[src/rtl/aes_ctr_pkg.sv]
// Shared types and helpers for the CTR-mode streaming engine.
package aes_ctr_pkg;

  localparam int BLOCK_W = 128;
  localparam int KEEP_W  = 16;

  typedef enum logic [1:0] {
    IDLE  = 2'd0,
    RUN   = 2'd1,
    FLUSH = 2'd2
  } ctr_state_e;

  // Mask covering the incrementing counter field, bits [ctr_w-1:0].
  function automatic logic [BLOCK_W-1:0] ctr_field_mask(input int ctr_w);
    logic [BLOCK_W-1:0] m;
    m = '0;
    for (int i = 0; i < BLOCK_W; i++) begin
      m[i] = (i < ctr_w);
    end
    return m;
  endfunction

  // Increment the low ctr_w bits modulo 2^ctr_w; upper bits are untouched.
  function automatic logic [BLOCK_W-1:0] ctr_inc(input logic [BLOCK_W-1:0] blk,
                                                 input int ctr_w);
    logic [BLOCK_W-1:0] m;
    m = ctr_field_mask(ctr_w);
    return (blk & ~m) | ((blk + 128'd1) & m);
  endfunction

endpackage

[src/rtl/aes_ctr_stream_engine_fifo.sv]
// Keystream buffer: DEPTH x WIDTH synchronous FIFO with clear, push, pop, level.
// DEPTH must be a power of two so the pointers wrap naturally.
module ctr_ks_fifo #(
  parameter int DEPTH = 4,
  parameter int WIDTH = 128
) (
  input  logic                     clk,
  input  logic                     rst_n,
  input  logic                     clr,
  input  logic                     push,
  input  logic [WIDTH-1:0]         push_data,
  input  logic                     pop,
  output logic [WIDTH-1:0]         head,
  output logic [$clog2(DEPTH):0]   level
);

  localparam int AW = $clog2(DEPTH);

  logic [WIDTH-1:0] mem [DEPTH];
  logic [AW-1:0]    wr_ptr;
  logic [AW-1:0]    rd_ptr;
  logic [AW:0]      count;

  // Pointers and occupancy; clear wins over any same-cycle push/pop.
  always_ff @(posedge clk or negedge rst_n) begin
    if (!rst_n) begin
      wr_ptr <= '0;
      rd_ptr <= '0;
      count  <= '0;
    end else if (clr) begin
      wr_ptr <= '0;
      rd_ptr <= '0;
      count  <= '0;
    end else begin
      if (push) wr_ptr <= wr_ptr + 1'b1;
      if (pop)  rd_ptr <= rd_ptr + 1'b1;
      case ({push, pop})
        2'b10:   count <= count + 1'b1;
        2'b01:   count <= count - 1'b1;
        default: count <= count;
      endcase
    end
  end

  // Storage array, no reset needed since level gates every read.
  always_ff @(posedge clk) begin
    if (push && !clr) mem[wr_ptr] <= push_data;
  end

  assign head  = mem[rd_ptr];
  assign level = count;

endmodule

[src/rtl/aes_ctr_stream_engine.sv]
// CTR-mode streaming engine: issues counter blocks to an external cipher core,
// prefetches keystream and XORs it onto an AXI-Stream payload.
// Optional build macro CTR_WRAP_GUARD_EN: stop issuing requests once the
// counter field would wrap; otherwise wrap silently and only flag err_wrap.
//
// state | meaning
// IDLE  | no message active, no requests issued
// RUN   | issuing counter requests and accepting payload beats
// FLUSH | discarding in-flight responses until none are outstanding
module aes_ctr_stream_engine
  import aes_ctr_pkg::*;
#(
  parameter int CTR_W     = 32,
  parameter int KS_DEPTH  = 4,
  parameter int MAX_OUTST = KS_DEPTH
) (
  input  logic                      clk,
  input  logic                      rst_n,
  input  logic                      cfg_start,
  input  logic [127:0]              cfg_iv,
  output logic                      c_req_valid,
  input  logic                      c_req_ready,
  output logic [127:0]              c_req_data,
  input  logic                      c_rsp_valid,
  input  logic [127:0]              c_rsp_data,
  output logic                      s_axis_tready,
  input  logic                      s_axis_tvalid,
  input  logic                      s_axis_tlast,
  input  logic [15:0]               s_axis_tkeep,
  input  logic [127:0]              s_axis_tdata,
  input  logic                      m_axis_tready,
  output logic                      m_axis_tvalid,
  output logic                      m_axis_tlast,
  output logic [15:0]               m_axis_tkeep,
  output logic [127:0]              m_axis_tdata,
  output logic                      busy,
  output logic [$clog2(KS_DEPTH):0] ks_level,
  output logic [31:0]               blk_count,
  output logic                      err_wrap
);

  localparam int LW = $clog2(KS_DEPTH) + 1;
  localparam logic [BLOCK_W-1:0] CTR_MASK = ctr_field_mask(CTR_W);
  localparam logic [LW:0]        DEPTH_L  = (LW+1)'(KS_DEPTH);
  localparam logic [LW-1:0]      OUTST_L  = LW'(MAX_OUTST);

  ctr_state_e         state;
  ctr_state_e         state_nxt;
  logic [BLOCK_W-1:0] ctr;
  logic [BLOCK_W-1:0] ctr_next;
  logic [LW-1:0]      outst;
  logic               start_pending;
  logic               wrap_hold;
  logic               wrap_now;
  logic               room;
  logic               req_fire;
  logic               in_fire;
  logic               rsp_push;
  logic               out_free;
  logic [BLOCK_W-1:0] ks_head;
  logic [BLOCK_W-1:0] xor_data;

  assign ctr_next = ctr_inc(ctr, CTR_W);
  assign wrap_now = (ctr_next & CTR_MASK) == '0;
  assign room     = ({1'b0, ks_level} + {1'b0, outst}) < DEPTH_L;

  // cfg_start suppresses both request issue and beat acceptance that cycle.
  assign c_req_valid   = (state == RUN) && room && (outst < OUTST_L) &&
                         !cfg_start && !wrap_hold;
  assign c_req_data    = ctr;
  assign req_fire      = c_req_valid && c_req_ready;
  assign out_free      = !m_axis_tvalid || m_axis_tready;
  assign s_axis_tready = (state == RUN) && (ks_level != '0) && out_free && !cfg_start;
  assign in_fire       = s_axis_tvalid && s_axis_tready;
  assign rsp_push      = c_rsp_valid && (state == RUN);
  assign busy          = (state != IDLE);

  ctr_ks_fifo #(
    .DEPTH (KS_DEPTH),
    .WIDTH (BLOCK_W)
  ) u_ks_fifo (
    .clk       (clk),
    .rst_n     (rst_n),
    .clr       (cfg_start),
    .push      (rsp_push),
    .push_data (c_rsp_data),
    .pop       (in_fire),
    .head      (ks_head),
    .level     (ks_level)
  );

  // State register.
  always_ff @(posedge clk or negedge rst_n) begin
    if (!rst_n) state <= IDLE;
    else        state <= state_nxt;
  end

  // Next-state decode; FLUSH leaves only once the core has nothing in flight.
  always_comb begin
    state_nxt = state;
    case (state)
      IDLE:    if (cfg_start) state_nxt = RUN;
      RUN:     if (cfg_start || (in_fire && s_axis_tlast)) state_nxt = FLUSH;
      FLUSH:   if (outst == '0) state_nxt = (start_pending || cfg_start) ? RUN : IDLE;
      default: state_nxt = IDLE;
    endcase
  end

  // Counter, outstanding tracking, restart bookkeeping and status.
  always_ff @(posedge clk or negedge rst_n) begin
    if (!rst_n) begin
      ctr           <= '0;
      outst         <= '0;
      start_pending <= 1'b0;
      err_wrap      <= 1'b0;
      blk_count     <= '0;
    end else begin
      case ({req_fire, c_rsp_valid})
        2'b10:   outst <= outst + 1'b1;
        2'b01:   outst <= outst - 1'b1;
        default: outst <= outst;
      endcase
      if (cfg_start) begin
        ctr           <= cfg_iv;
        err_wrap      <= 1'b0;
        blk_count     <= '0;
        start_pending <= (state_nxt != RUN);
      end else begin
        if (req_fire) begin
          ctr <= ctr_next;
          if (wrap_now) err_wrap <= 1'b1;
        end
        if (in_fire) blk_count <= blk_count + 32'd1;
        if (state == FLUSH && state_nxt == RUN) start_pending <= 1'b0;
      end
    end
  end

`ifdef CTR_WRAP_GUARD_EN
  // Latch a wrap so no request reuses a counter value until the next start.
  always_ff @(posedge clk or negedge rst_n) begin
    if (!rst_n)                    wrap_hold <= 1'b0;
    else if (cfg_start)            wrap_hold <= 1'b0;
    else if (req_fire && wrap_now) wrap_hold <= 1'b1;
  end
`else
  assign wrap_hold = 1'b0;
`endif

  // Payload XOR with byte masking from tkeep (bit i covers tdata[8i+7:8i]).
  always_comb begin
    xor_data = '0;
    for (int i = 0; i < KEEP_W; i++) begin
      if (s_axis_tkeep[i]) xor_data[8*i +: 8] = s_axis_tdata[8*i +: 8] ^ ks_head[8*i +: 8];
    end
  end

  // Single output register stage; a held beat survives FLUSH/IDLE and restarts.
  always_ff @(posedge clk or negedge rst_n) begin
    if (!rst_n) begin
      m_axis_tvalid <= 1'b0;
      m_axis_tlast  <= 1'b0;
      m_axis_tkeep  <= '0;
      m_axis_tdata  <= '0;
    end else if (in_fire) begin
      m_axis_tvalid <= 1'b1;
      m_axis_tlast  <= s_axis_tlast;
      m_axis_tkeep  <= s_axis_tkeep;
      m_axis_tdata  <= xor_data;
    end else if (m_axis_tready) begin
      m_axis_tvalid <= 1'b0;
    end
  end

endmodule
[config.mk]
export PLATFORM = sky130hd
export DESIGN_NAME = aes_ctr_stream_engine
export DESIGN_NICKNAME = d
export VERILOG_FILES = /design/src/rtl/aes_ctr_pkg.sv /design/src/rtl/aes_ctr_stream_engine_fifo.sv /design/src/rtl/aes_ctr_stream_engine.sv
export SDC_FILE = /design/constraint.sdc
export NUM_CORES = 1
export LEC_CHECK = 0
export CAP_MARGIN = 20
export CORE_AREA = 2 2 283 285
export DETAILED_ROUTE_END_ITERATION = 8
export DIE_AREA = 0 0 285 287
export HOLD_SLACK_MARGIN = 0.15
export PLACE_DENSITY = 0.73
export SYNTH_ARGS = -nofsm -noshare
export SYNTH_HDL_FRONTEND = slang
export SYNTH_SLANG_ARGS = --single-unit
[constraint.sdc]
create_clock -name clk -period 8.1 [get_ports clk]
set_input_delay 1.62 -clock clk [delete_from_list [all_inputs] [get_ports clk]]
set_output_delay 1.62 -clock clk [all_outputs]
set_load 0.03 [all_outputs]
After elaboration in Yosys (flattened, before gate mapping)
Memories as Yosys holds them, arrays and structs flattened. Cells that the tools add are included.

Add/sub/neg operators: 9. $lt $le $gt $ge: 2. Equality and inequality tests: 8. Muxes and demuxes: 41. Bitwise logic cells: 17. Reductions and logical operators: 31.

Operators with widths (count): 2-to-1 mux 128 bit (2); zero test 128 bit (1); 2-to-1 mux 8 bit (16); bitwise OR 128 x 32 -> 128 bit (1); XOR 8 bit (16); adder 32 x 1 -> 32 bit (second input constant) (2); 2-to-1 mux 32 bit (2); nonzero test 2 bit (8); 2-to-1 mux 2 bit (7); logical AND 1 bit (12); one-hot mux 3 bit (2 select lines) (2); 2-to-1 mux 1 bit (10); == test 2 x 1 -> 1 bit (second input constant) (4); adder 3 x 1 -> 3 bit (second input constant) (2); == test 2 bit (second input constant) (3); one-hot mux 2 bit (3 select lines) (1); nonzero test 3 bit (2); subtractor 3 x 1 -> 3 bit (second input constant) (2); adder 2 x 1 -> 2 bit (second input constant) (2); adder 3 x 3 -> 4 bit (1); < comparator 4 x 3 -> 1 bit (second input constant) (1); zero test 3 bit (1); logical OR 1 bit (3); < comparator 3 bit (second input constant) (1); other kinds (5) (6).

Register bits: 320. Memory bits (writable): 512. Input bits: 408. Output and inout port bits: 313. Word-level logic and storage cells: 122. Memories: 1.

Memory list: u_ks_fifo.mem (words 4, width 128, rd ports 1, clocked after memory_dff 0, wr ports 1, line aes_ctr_stream_engine_fifo.sv:19) `logic [WIDTH-1:0] mem [DEPTH];`.

Logic depth before layout (Yosys ltp)
Depth in word-level cells: 13. Mapped depth: 11. Gate-level depth less buffers: 10.

By module
Synthesis repeated with hierarchy kept, for this count alone.

Cells, all modules: 2182. Area total of the unflattened synthesis: 33648.5 um^2.

Modules (own cells, without submodules): ctr_ks_fifo (instances 1, cells an instance 710, area an instance 18894.4 um^2, seq. area each 15549.9 um^2); aes_ctr_stream_engine (instances 1, cells an instance 1472, area an instance 14754.2 um^2, seq. area each 7832.5 um^2).

Worst setup path after synthesis
No wires, ideal clock.

Kind: in2reg. Start point: input port cfg_start. End point: memory u_ks_fifo.mem[0][0] (enable). Setup time: 503 ps. Arrival: 4942 ps. Data required time: 7597 ps. Slack: 2655 ps. Stages on the path: 2. Buffers on the path: 0. Path through: nor3b_4 and3_1.

Word-level cells in the longest chain between the ends: 4.

Ends and longest elaborated chain: start: declaration (line aes_ctr_stream_engine.sv:19) `input logic cfg_start,`; zero test 1 bit (line aes_ctr_stream_engine_fifo.sv:47) `if (push && !clr) mem[wr_ptr] <= push_data;`; logical AND 1 bit (line aes_ctr_stream_engine_fifo.sv:47); 2-to-1 mux 1 bit (line aes_ctr_stream_engine_fifo.sv:47); 2-to-1 mux 1 bit (not written as such) (line aes_ctr_stream_engine_fifo.sv:47); end: declaration (line aes_ctr_stream_engine_fifo.sv:19).

Every way passes these cells.

Final worst setup path
Start point: input port cfg_start. End point: output port c_req_valid.

Word-level cells in the longest chain between the ends: 2.

Ends and longest elaborated chain: zero test 1 bit (line aes_ctr_stream_engine.sv:69) `!cfg_start && !wrap_hold;`; logical AND 1 bit (line aes_ctr_stream_engine.sv:68) `assign c_req_valid = (state == RUN) && room && (outst < OUTST_L) &&`; end: declaration (line aes_ctr_stream_engine.sv:21) `output logic c_req_valid,`.

Every way passes these cells.

==> out/metrics.yaml <==
final_layout:
  layout-drive-gt1-share_pct: 13.5
  utilization_pct: 56.4
  fin_cells: 3933
  area_growth_pct: 34.2
  layout_common_cells: "718 x clkdlybuf4s50_1, 512 x edfxtp_1, 318 x dfrtp_1, 257 x nand2_1, 182 x o21ai_0"
  final_nets: 3214
  final_common_cell: "clkdlybuf4s50_1"
placed_design:
  io_buffer_count: 720
  place.gp.congestion: 0.937
  place_hpwl_um: 59500
  dp_cells: 3756
  dp_slack_ps: 2960
power:
  swShare_pct: 30.0
  ir_drop_mv: 0.246
  p_sw_uw: 3700
  power_density_nw_per_um2: 278
  seqPwrFrac_pct: 43.7
  p_leak_uw: 0.0157
  intPower_uw: 8630
  p_clk_share_pct: 32.2
  p_comb_share_pct: 24.0
clock_network:
  cts_tree: "done"
  ctsResizeCount: 0
  path_clk_slew_ps: 60
  clock_latency_ps: 650
  cts_sinks: 832
  htree_num_levels: 3
  hold_buffers: 0
  cts_setup_buffers: 0
  cts-root-buf: "clkbuf_16"
  numCtsBuffers: 86
  clockBufferDepth: 3
global_routing:
  grtUsageMet1_pct: 23.4
  globalRouteMet3Util_pct: 6.17
  grt_first_pass_wirelength_um: 129000
  grt_usage_pct: 20.9
  antenna_found_initial: 29
  busiest_layer: "met2"
  met2_usage_pct: 37.1
  grt_max_degree: 150
  grt_pass1_vias: 21546
  grt_overflow: 0
floorplanning:
  num_rows: 103
  io_pins: 721
  floorplan.initialDensity_pct: 42.0
  die_x_um: 285
  coreArea_sq_um: 78600
  die_h_um: 287
  die-area_sq_um: 81800
logic_synthesis:
  seq_area_frac_synth_pct: 70.8
  synth_top_flop_cell: "edfxtp_1"
  synth-seq-cells: 832
  async_flop_share_pct: 38.5
  synth_cell_types: 54
  syn_nets: 2486
  synth_cells: 2066
  synth-edff-count: 512
  synth_area_sq_um: 33000
  syn_avg_cell_area_sq_um: 16.0
  synth.top_cell.area_share_pct: 46.6
  yosysWarnings: 0
  synthTopCellsByArea: "edfxtp_1 47%, dfrtp_1 24%, mux4_2 8.7%"
  netlist.top_cell.by_area: "edfxtp_1"
sta:
  worst_pin_slew_ps: 1190
  clock_skew_ps: 33.7
  period_share_pct: 63.5
  fin_setup_tns_ps: 0
  max-slew-margin-rel_pct: 21.0
  final-hold-violation-count: 0
  finalWorstSetupSlack_ps: 2950
  rsz0062_at_grt: "false"
  timing.fmax_ghz: 0.194
  layout_min_cycle_time_ps: 5150
  drv_slew: 0
  setup_violations: 0
route:
  drtIter0Drc: 1511
  vias: 20646
  drcViolationCount: 0
  vias_per_cell: 5.25
  final_antenna_net_count: 0
  wl_um: 86900
  firstDrtPassIters: 5
  wire_per_inst_um: 22.1
worst_setup_path:
  critical_path_depth: 4
  startpoint: "cfg_start"
  max_stage_delay_ps: 710
  rrSetupSlack_ps: 4610
  critPathMaxFanout: 89
  path_class: "input port to output port"
  crit-reg2reg-capture: "blk_count[21]$_DFFE_PN0P_"
  cp-start-kind: "input port"
  cpMaxStageDelayCell: "clkdlybuf4s50_1"
  cp.required_ps: 6480
  r2r.worst_path.cells: 8
  rr_startpoint: "state[1]$_DFF_PN0_"
  path_delay_family: "buffers and inverters"
  crit_chain: "buf_6 -> nor3b_4 -> and3_1 -> clkdlybuf4s50_1"
  end_kind: "output port"
  critPathBufInv: 2
  arrival_ps: 3530
worst_hold_path:
  hold_end: "m_axis_tkeep[14]$_DFFE_PN0P_"
  worstHoldStart: "m_axis_tkeep[14]$_DFFE_PN0P_"
  min_path_cells: 2
  hp-class: "flop to flop"
run_status:
  outcome: "completed"
flow_run:
  maxCapViolations: 0
## final cells by class
type	count	area, sq um
diodes	16	40.0
clock buffers	130	2460
clock inverters	31	415
fillers	6063	34300
inverters	9	33.8
multi-input cells	1128	9230
flip-flops and latches	832	23400
well taps	1050	1310
repair buffers	737	7420
## sequential cells by signal (all words and copies together), names as in the netlist, 2 cells and up
register / flops
u_ks_fifo.rd_ptr: 2
m_axis_tkeep: 16
m_axis_tdata: 128
u_ks_fifo.level: 3
blk_count: 32
state: 2
outst: 3
c_req_data: 128
u_ks_fifo.mem: 512
u_ks_fifo.wr_ptr: 2
## synthesized netlist by cell type, types with 2 or more instances
| library cell | instances |
|---|---|
| buf_1 | 10 |
| edfxtp_1 | 512 |
| nor4_1 | 13 |
| dfrtp_1 | 320 |
| xnor2_1 | 139 |
| o21ai_0 | 182 |
| o311ai_0 | 12 |
| fa_1 | 2 |
| buf_2 | 8 |
| a211oi_1 | 2 |
| nand2_1 | 257 |
| nand4_1 | 19 |
| nor3b_1 | 4 |
| ha_1 | 10 |
| a31o_2 | 2 |
| nand2b_1 | 12 |
| clkbuf_2 | 2 |
| nand3b_1 | 6 |
| a31oi_1 | 7 |
| inv_1 | 9 |
| buf_6 | 2 |
| or3_1 | 8 |
| and4_1 | 5 |
| mux4_2 | 128 |
| o31ai_1 | 6 |
| clkbuf_1 | 75 |
| xor2_1 | 13 |
| a221o_1 | 8 |
| nor3_1 | 14 |
| and2_1 | 5 |
| mux2_2 | 98 |
| nor2_1 | 54 |
| or4_1 | 3 |
| o211ai_1 | 4 |
| a21oi_1 | 23 |
| mux2i_1 | 11 |
| nor2b_1 | 6 |
| nand3_1 | 38 |
| and3_1 | 21 |
| or2_2 | 2 |
## logic make-up (layout without fill, tap and decap cells)
| logic type | count (synthesis) | after routing | synth area share [%] |
|---|---|---|---|
| flops | 832 | 832 | 70.8 |
| simple gates | 473 | 473 | 6.63 |
| compound gates | 254 | 254 | 4.33 |
| mux | 237 | 237 | 12.4 |
| xor+xnor | 152 | 152 | 4.03 |
| buf+inv | 106 | 907 | 1.29 |
| fa+ha+maj | 12 | 12 | 0.500 |
| other cells | 0 | 16 | 0 |
## power by group through the flow
stage	logic (uW)	clock network (uW)	registers, uW
after detailed placement	2990	0	5460
after global routing	3150	4250	5450
final	2970	3980	5390
after CTS	3000	4070	5390
after floorplan	751	0	6240
after global placement	2930	0	5440
## layer usage
metal  part of all wire [%]  up-vias
met3                    8.0      198
met1                     36    10378
li1                       -     9253
met5                   0.25        -
met2                     52      785
met4                    3.8       32
## worst max-delay path by stage
stage                                               end
after global routing                        c_req_valid
after floorplan           u_ks_fifo.mem[0][0]$_DFFE_PP_
after global placement                      c_req_valid
after CTS                                   c_req_valid
final                                       c_req_valid
after detailed placement                    c_req_valid
## per-stage QoR
step,hold slack (ps),power [uW],area [sq um]
after floorplan,472,6990,33000
after global placement,461,8360,41400
after detailed placement,466,8450,41400
after CTS,481,12500,44300
after global routing,505,12800,44300
final,479,12300,44300
## tightest hold or removal path, delay by kind of cell (launching register included)
family	cells	cell delay [ps]
flops	1	330
simple gates	2	110
Note: power is estimated with default switching activity, not from simulation.
==> RTL edit 1 (same flow settings) <==
The option `CTR_WRAP_GUARD_EN` is turned on by a define.
--- a/src/rtl/aes_ctr_stream_engine.sv
+++ b/src/rtl/aes_ctr_stream_engine.sv
@@ -9,2 +9,4 @@
 // FLUSH | discarding in-flight responses until none are outstanding
+`define CTR_WRAP_GUARD_EN
+
 module aes_ctr_stream_engine
Function: changed (Yosys sat finds a counterexample within 4 cycles, from zero or initial values and one cycle with rst_n low).
==> RTL edit 1 against the original RTL <==
- clock power is 6.8% higher
- sequential cell count is 1 higher
- synthesized area is 0.32% higher
- cell area is 0.65% higher
- clock skew is 0.0014 ns higher
- power is 2.3% higher
- sequential share of layout area is 0.28 points lower
- fmax is 0.57% higher
- setup slack better by 0.029 ns
- routed wire length is 3.5% higher
- critical endpoint is now s_axis_tready
- sequential power hardly changed
- non-clock buffer count is 2 higher
- cell count is 0.43% lower
==> RTL edit 1: results (changes against the original RTL) <==
** Yosys
- The synthesized-area fraction occupied by ao, oa, aoi and oai cells was 4.378% (+0.050 points).
- Mux contribution to synthesized area :: 12.31% (-0.10 points)
- Post-Syn Nets :: 2466 (-0.80%)
- The commonest cells after synthesis are 512 x sky130_fd_sc_hd__edfxtp_1, 321 x sky130_fd_sc_hd__dfrtp_1, 240 x sky130_fd_sc_hd__nand2_1.
- Area contributors post-synth :: sky130_fd_sc_hd__edfxtp_1 46%, sky130_fd_sc_hd__dfrtp_1 24%, sky130_fd_sc_hd__mux4_2 8.7%
- Share of the yosys chip area belonging to registers :: 70.67% (-0.15 points)
- Count of different cell masters after synthesis :: 67 (+24%)
- The synthesis warning total came to 0 (unchanged).
- Post-Synth XOR/XNOR Area :: 4.257% (+0.23 points)
- The area share of fa/ha/maj cells after synthesis is 0.4986% (-0.0016 points).
- The share of synthesized registers carrying an async set or reset was 38.54% (+0.074 points).

** Routing
- The detailed-route vias per instance is 5.262 (+0.24%).
- The sum of met2 wire segment lengths after detailed routing came to 45.47 mm (+0.83%).
- DRT met1 WL :: 34.63 mm (+11%)
- Drt initial violations :: 1371 (-9.3%)
- Wire length reported by the detailed router :: 89.89 mm (+3.5%)

** Placed design
- The placement-stage worst setup slack was 2.988 ns (+0.02925 ns).
- The last weighted congestion value of the routability-driven placer came to 0.8740 (-6.8%).
- HPWL after detailed placement :: 61.47 mm (+3.3%)
- Buffers added on ports :: 720 (unchanged)

** Cells and area
- Final nets :: 3199 (-0.47%)
- Layout cells sized above 1 :: 14.62% (+1.1 points)

** Global routing
- Antenna violations before repair :: 25 (-14%)
- Routing usage on met3 :: 7.008% (+0.83 points)
- Global routing usage on met2 :: 36.84% (-0.23 points)
- Largest net degree at the start of global routing :: 129 (-14%)
- The number of global-route vias before repair was 21670 (+0.59%).
- The fraction of met1 tracks used by global routing came to 26.96% (+3.6 points).
- The first-pass GRT wire length came to 135.2 mm (+4.8%).

** Pwr
- The total leakage power is 15.92 nW (+1.2%).
- The fraction of power spent switching nets came to 29.57% (-0.44 points).
- The maximum resistive drop on vdd was 283.3 uV (+15%).

** Worst setup path
- Worst EP arrival :: 3.50 ns (-0.03 ns)
- The largest fanout on the critical path is 4 (-96%).
- Max stage delay on crit path :: 0.78 ns (+0.07 ns)
- Start of the worst register-to-register path :: u_ks_fifo.rd_ptr[0]
- Worst setup endpoint :: s_axis_tready
- Origin of the worst setup path :: m_axis_tready
- FF-to-FF path depth :: 4 (-4)

** Worst hold path
- For hold timing, the worst endpoint is m_axis_tdata[4].
- Origin of the worst min-delay path :: m_axis_tdata[4]

** Status
- Result of the run :: finished, final reports clean

** Timing
- The shortest clock period the worst path allows after layout came to 5.117 ns (-0.02899 ns).
- The worst-case clock skew is 0.03504 ns (+0.001371 ns).
- The smallest hold slack is 0.4788 ns (+0.0003090 ns).

** Clock network
- Cell chosen for the clock root :: sky130_fd_sc_hd__clkbuf_16

** Floorplan
- Count of standard-cell rows :: 103 (unchanged)
==> RTL edit 1: power by group through the flow <==
stage	Combinational [mW]	Clock [mW]	Sequential (mW)
after floorplan	0.752	0	6.22
after global placement	2.92	0	5.45
after detailed placement	2.98	0	5.47
after CTS	2.99	4.35	5.41
after global routing	3.14	4.51	5.46
final	2.96	4.25	5.41
==> RTL edit 1: per-stage QoR <==
| step | std cells | instance area (um^2) | util [%] |
|---|---|---|---|
| after global placement | 3740 | 41400 | 52.67 |
| after floorplan | 2046 | 33120 | - |
| final | 3916 | 44590 | 56.72 |
| after global routing | 3911 | 44580 | 56.70 |
| after CTS | 3901 | 44530 | 56.64 |
| after detailed placement | 3740 | 41400 | 52.67 |
==> RTL edit 1: final cells by class <==
cell class	instances	share of cell area [%]
inverter	14	0.1179
sequential	833	52.51
timing repair buffer	739	16.68
tap	1050	2.946
antenna	14	0.07857
clock inverter	40	1.423
clock buffer	121	5.581
multi-input combinational	1105	20.66
==> RTL edit 2 (same flow settings) <==
Without the edit above. Register the output `ks_level`; this adds one clock of latency there. The other outputs are not delayed to match.
--- a/src/rtl/aes_ctr_stream_engine.sv
+++ b/src/rtl/aes_ctr_stream_engine.sv
@@ -46,2 +46,4 @@
 
+  logic [$clog2(KS_DEPTH):0] ks_level_d;
+
   ctr_state_e         state;
@@ -64,3 +66,3 @@
   assign wrap_now = (ctr_next & CTR_MASK) == '0;
-  assign room     = ({1'b0, ks_level} + {1'b0, outst}) < DEPTH_L;
+  assign room     = ({1'b0, ks_level_d} + {1'b0, outst}) < DEPTH_L;
 
@@ -72,3 +74,3 @@
   assign out_free      = !m_axis_tvalid || m_axis_tready;
-  assign s_axis_tready = (state == RUN) && (ks_level != '0) && out_free && !cfg_start;
+  assign s_axis_tready = (state == RUN) && (ks_level_d != '0) && out_free && !cfg_start;
   assign in_fire       = s_axis_tvalid && s_axis_tready;
@@ -88,3 +90,3 @@
     .head      (ks_head),
-    .level     (ks_level)
+    .level     (ks_level_d)
   );
@@ -174,2 +176,6 @@
 
+  always_ff @(posedge clk) begin
+    ks_level <= ks_level_d;
+  end
+
 endmodule
Behaviour: not the same (Yosys sat finds a counterexample within 4 cycles, from zero or initial values and one cycle with rst_n low).
==> RTL edit 2 against the original RTL <==
- fmax down 0.50%
- combinational power down 7.4%
- power down 0.62%
- synthesized area down 0.14%
- setup slack worse by 0.026 ns
- die area unchanged
- clock power up 5%
- sequential cell count up 3
- largest cell class unchanged
- register-to-register slack better by 0.37 ns
- cell area about the same
- routed wire length up 1.1%
- critical path type unchanged
==> RTL edit 2: results (changes against the original RTL) <==
** Global routing
- The initial antenna violation count was 23 (-21%).
- Global routing usage on met2 :: 37.27% (+0.20 points)
- The maximum number of pins on one net before global-route repair was 138 (-8.0%).
- Wire length of the first global-routing pass :: 131.3 mm (+1.7%)
- Vias in the first global route :: 21410 (-0.64%)

** Worst setup path
- Internal reg-to-reg setup slack :: 4.98 ns (+0.37 ns)
- The largest stage delay on the critical path came to 0.75 ns (+0.04 ns).
- Origin of the worst setup path :: m_axis_tready

** Clock network
- The number of clock buffers inserted by TritonCTS is 85 (-1.2%).

** Placed design
- The last weighted congestion value of the routability-driven placer is 0.8699 (-7.2%).

** Yosys
- The synthesized area divided by synthesized cell count is 16.31 um^2 (+2.0%).
- Share of the yosys chip area belonging to registers :: 71.10% (+0.28 points)
- Share of flip-flops with an asynchronous set or reset after synthesis :: 38.32% (-0.14 points)
- The share of the synthesized netlist area taken by xor and xnor gates is 4.330% (+0.30 points).
- The synthesized-area fraction occupied by ao, oa, aoi and oai cells was 4.155% (-0.17 points).
- Count of different cell masters after synthesis :: 66 (+22%)

** Cells and area
- The number of fillers in the final layout was 6019 (-0.73%).
- Count of non-CTS buffers in the layout :: 741 (+0.54%)
- The number of ordinary inverters in the final layout was 7 (-2).
- The number of clock buffer instances in the layout came to 107 (-18%).

** Timing
- The smallest hold slack came to 0.4771 ns (-0.001383 ns).
- Maximum clock skew at final layout :: 0.03128 ns (-0.002389 ns)

** Status
- Result of the run :: finished, final reports clean

** Routing
- Average wire per standard cell :: 22.60 um (+2.3%)
- Routed length on met2 :: 45.08 mm (about the same)

** Worst hold path
- Origin of the worst min-delay path :: m_axis_tkeep[5]

** Pwr
- IR drop worst, VDD :: 245.5 uV (about the same)
## RTL edit 2: changes by cell type in the layout (fill, tap and decap cells not counted), sizes merged, moves of 6 or more
cell	change
nor3	-7
nand2b	-8
nand3	-6
clkbuf	-23
diode	-10
inv	-7
xor2	+9
bufinv	+9
o21ai	-16
clkinv	+14
## RTL edit 2: logic make-up (layout without fill, tap and decap cells)
group,count (synthesis),in the layout
flops,835,835
simple gates,441,441
compound gates,238,238
mux,236,236
xor+xnor,163,163
buf+inv,97,906
fa+ha+maj,12,12
other cells,0,6
## RTL edit 2: report_power, final
group,switching (mW),internal (mW)
combinational,1.55,1.20
clock,1.69,2.47
sequential,0.322,5.02
## RTL edit 2: worst max-delay path by stage
stage / end / cells after the start
after floorplan: u_ks_fifo.mem[0][0] / 3
after global placement: s_axis_tready / 4
after detailed placement: s_axis_tready / 4
after CTS: s_axis_tready / 4
after global routing: s_axis_tready / 4
final: s_axis_tready / 4
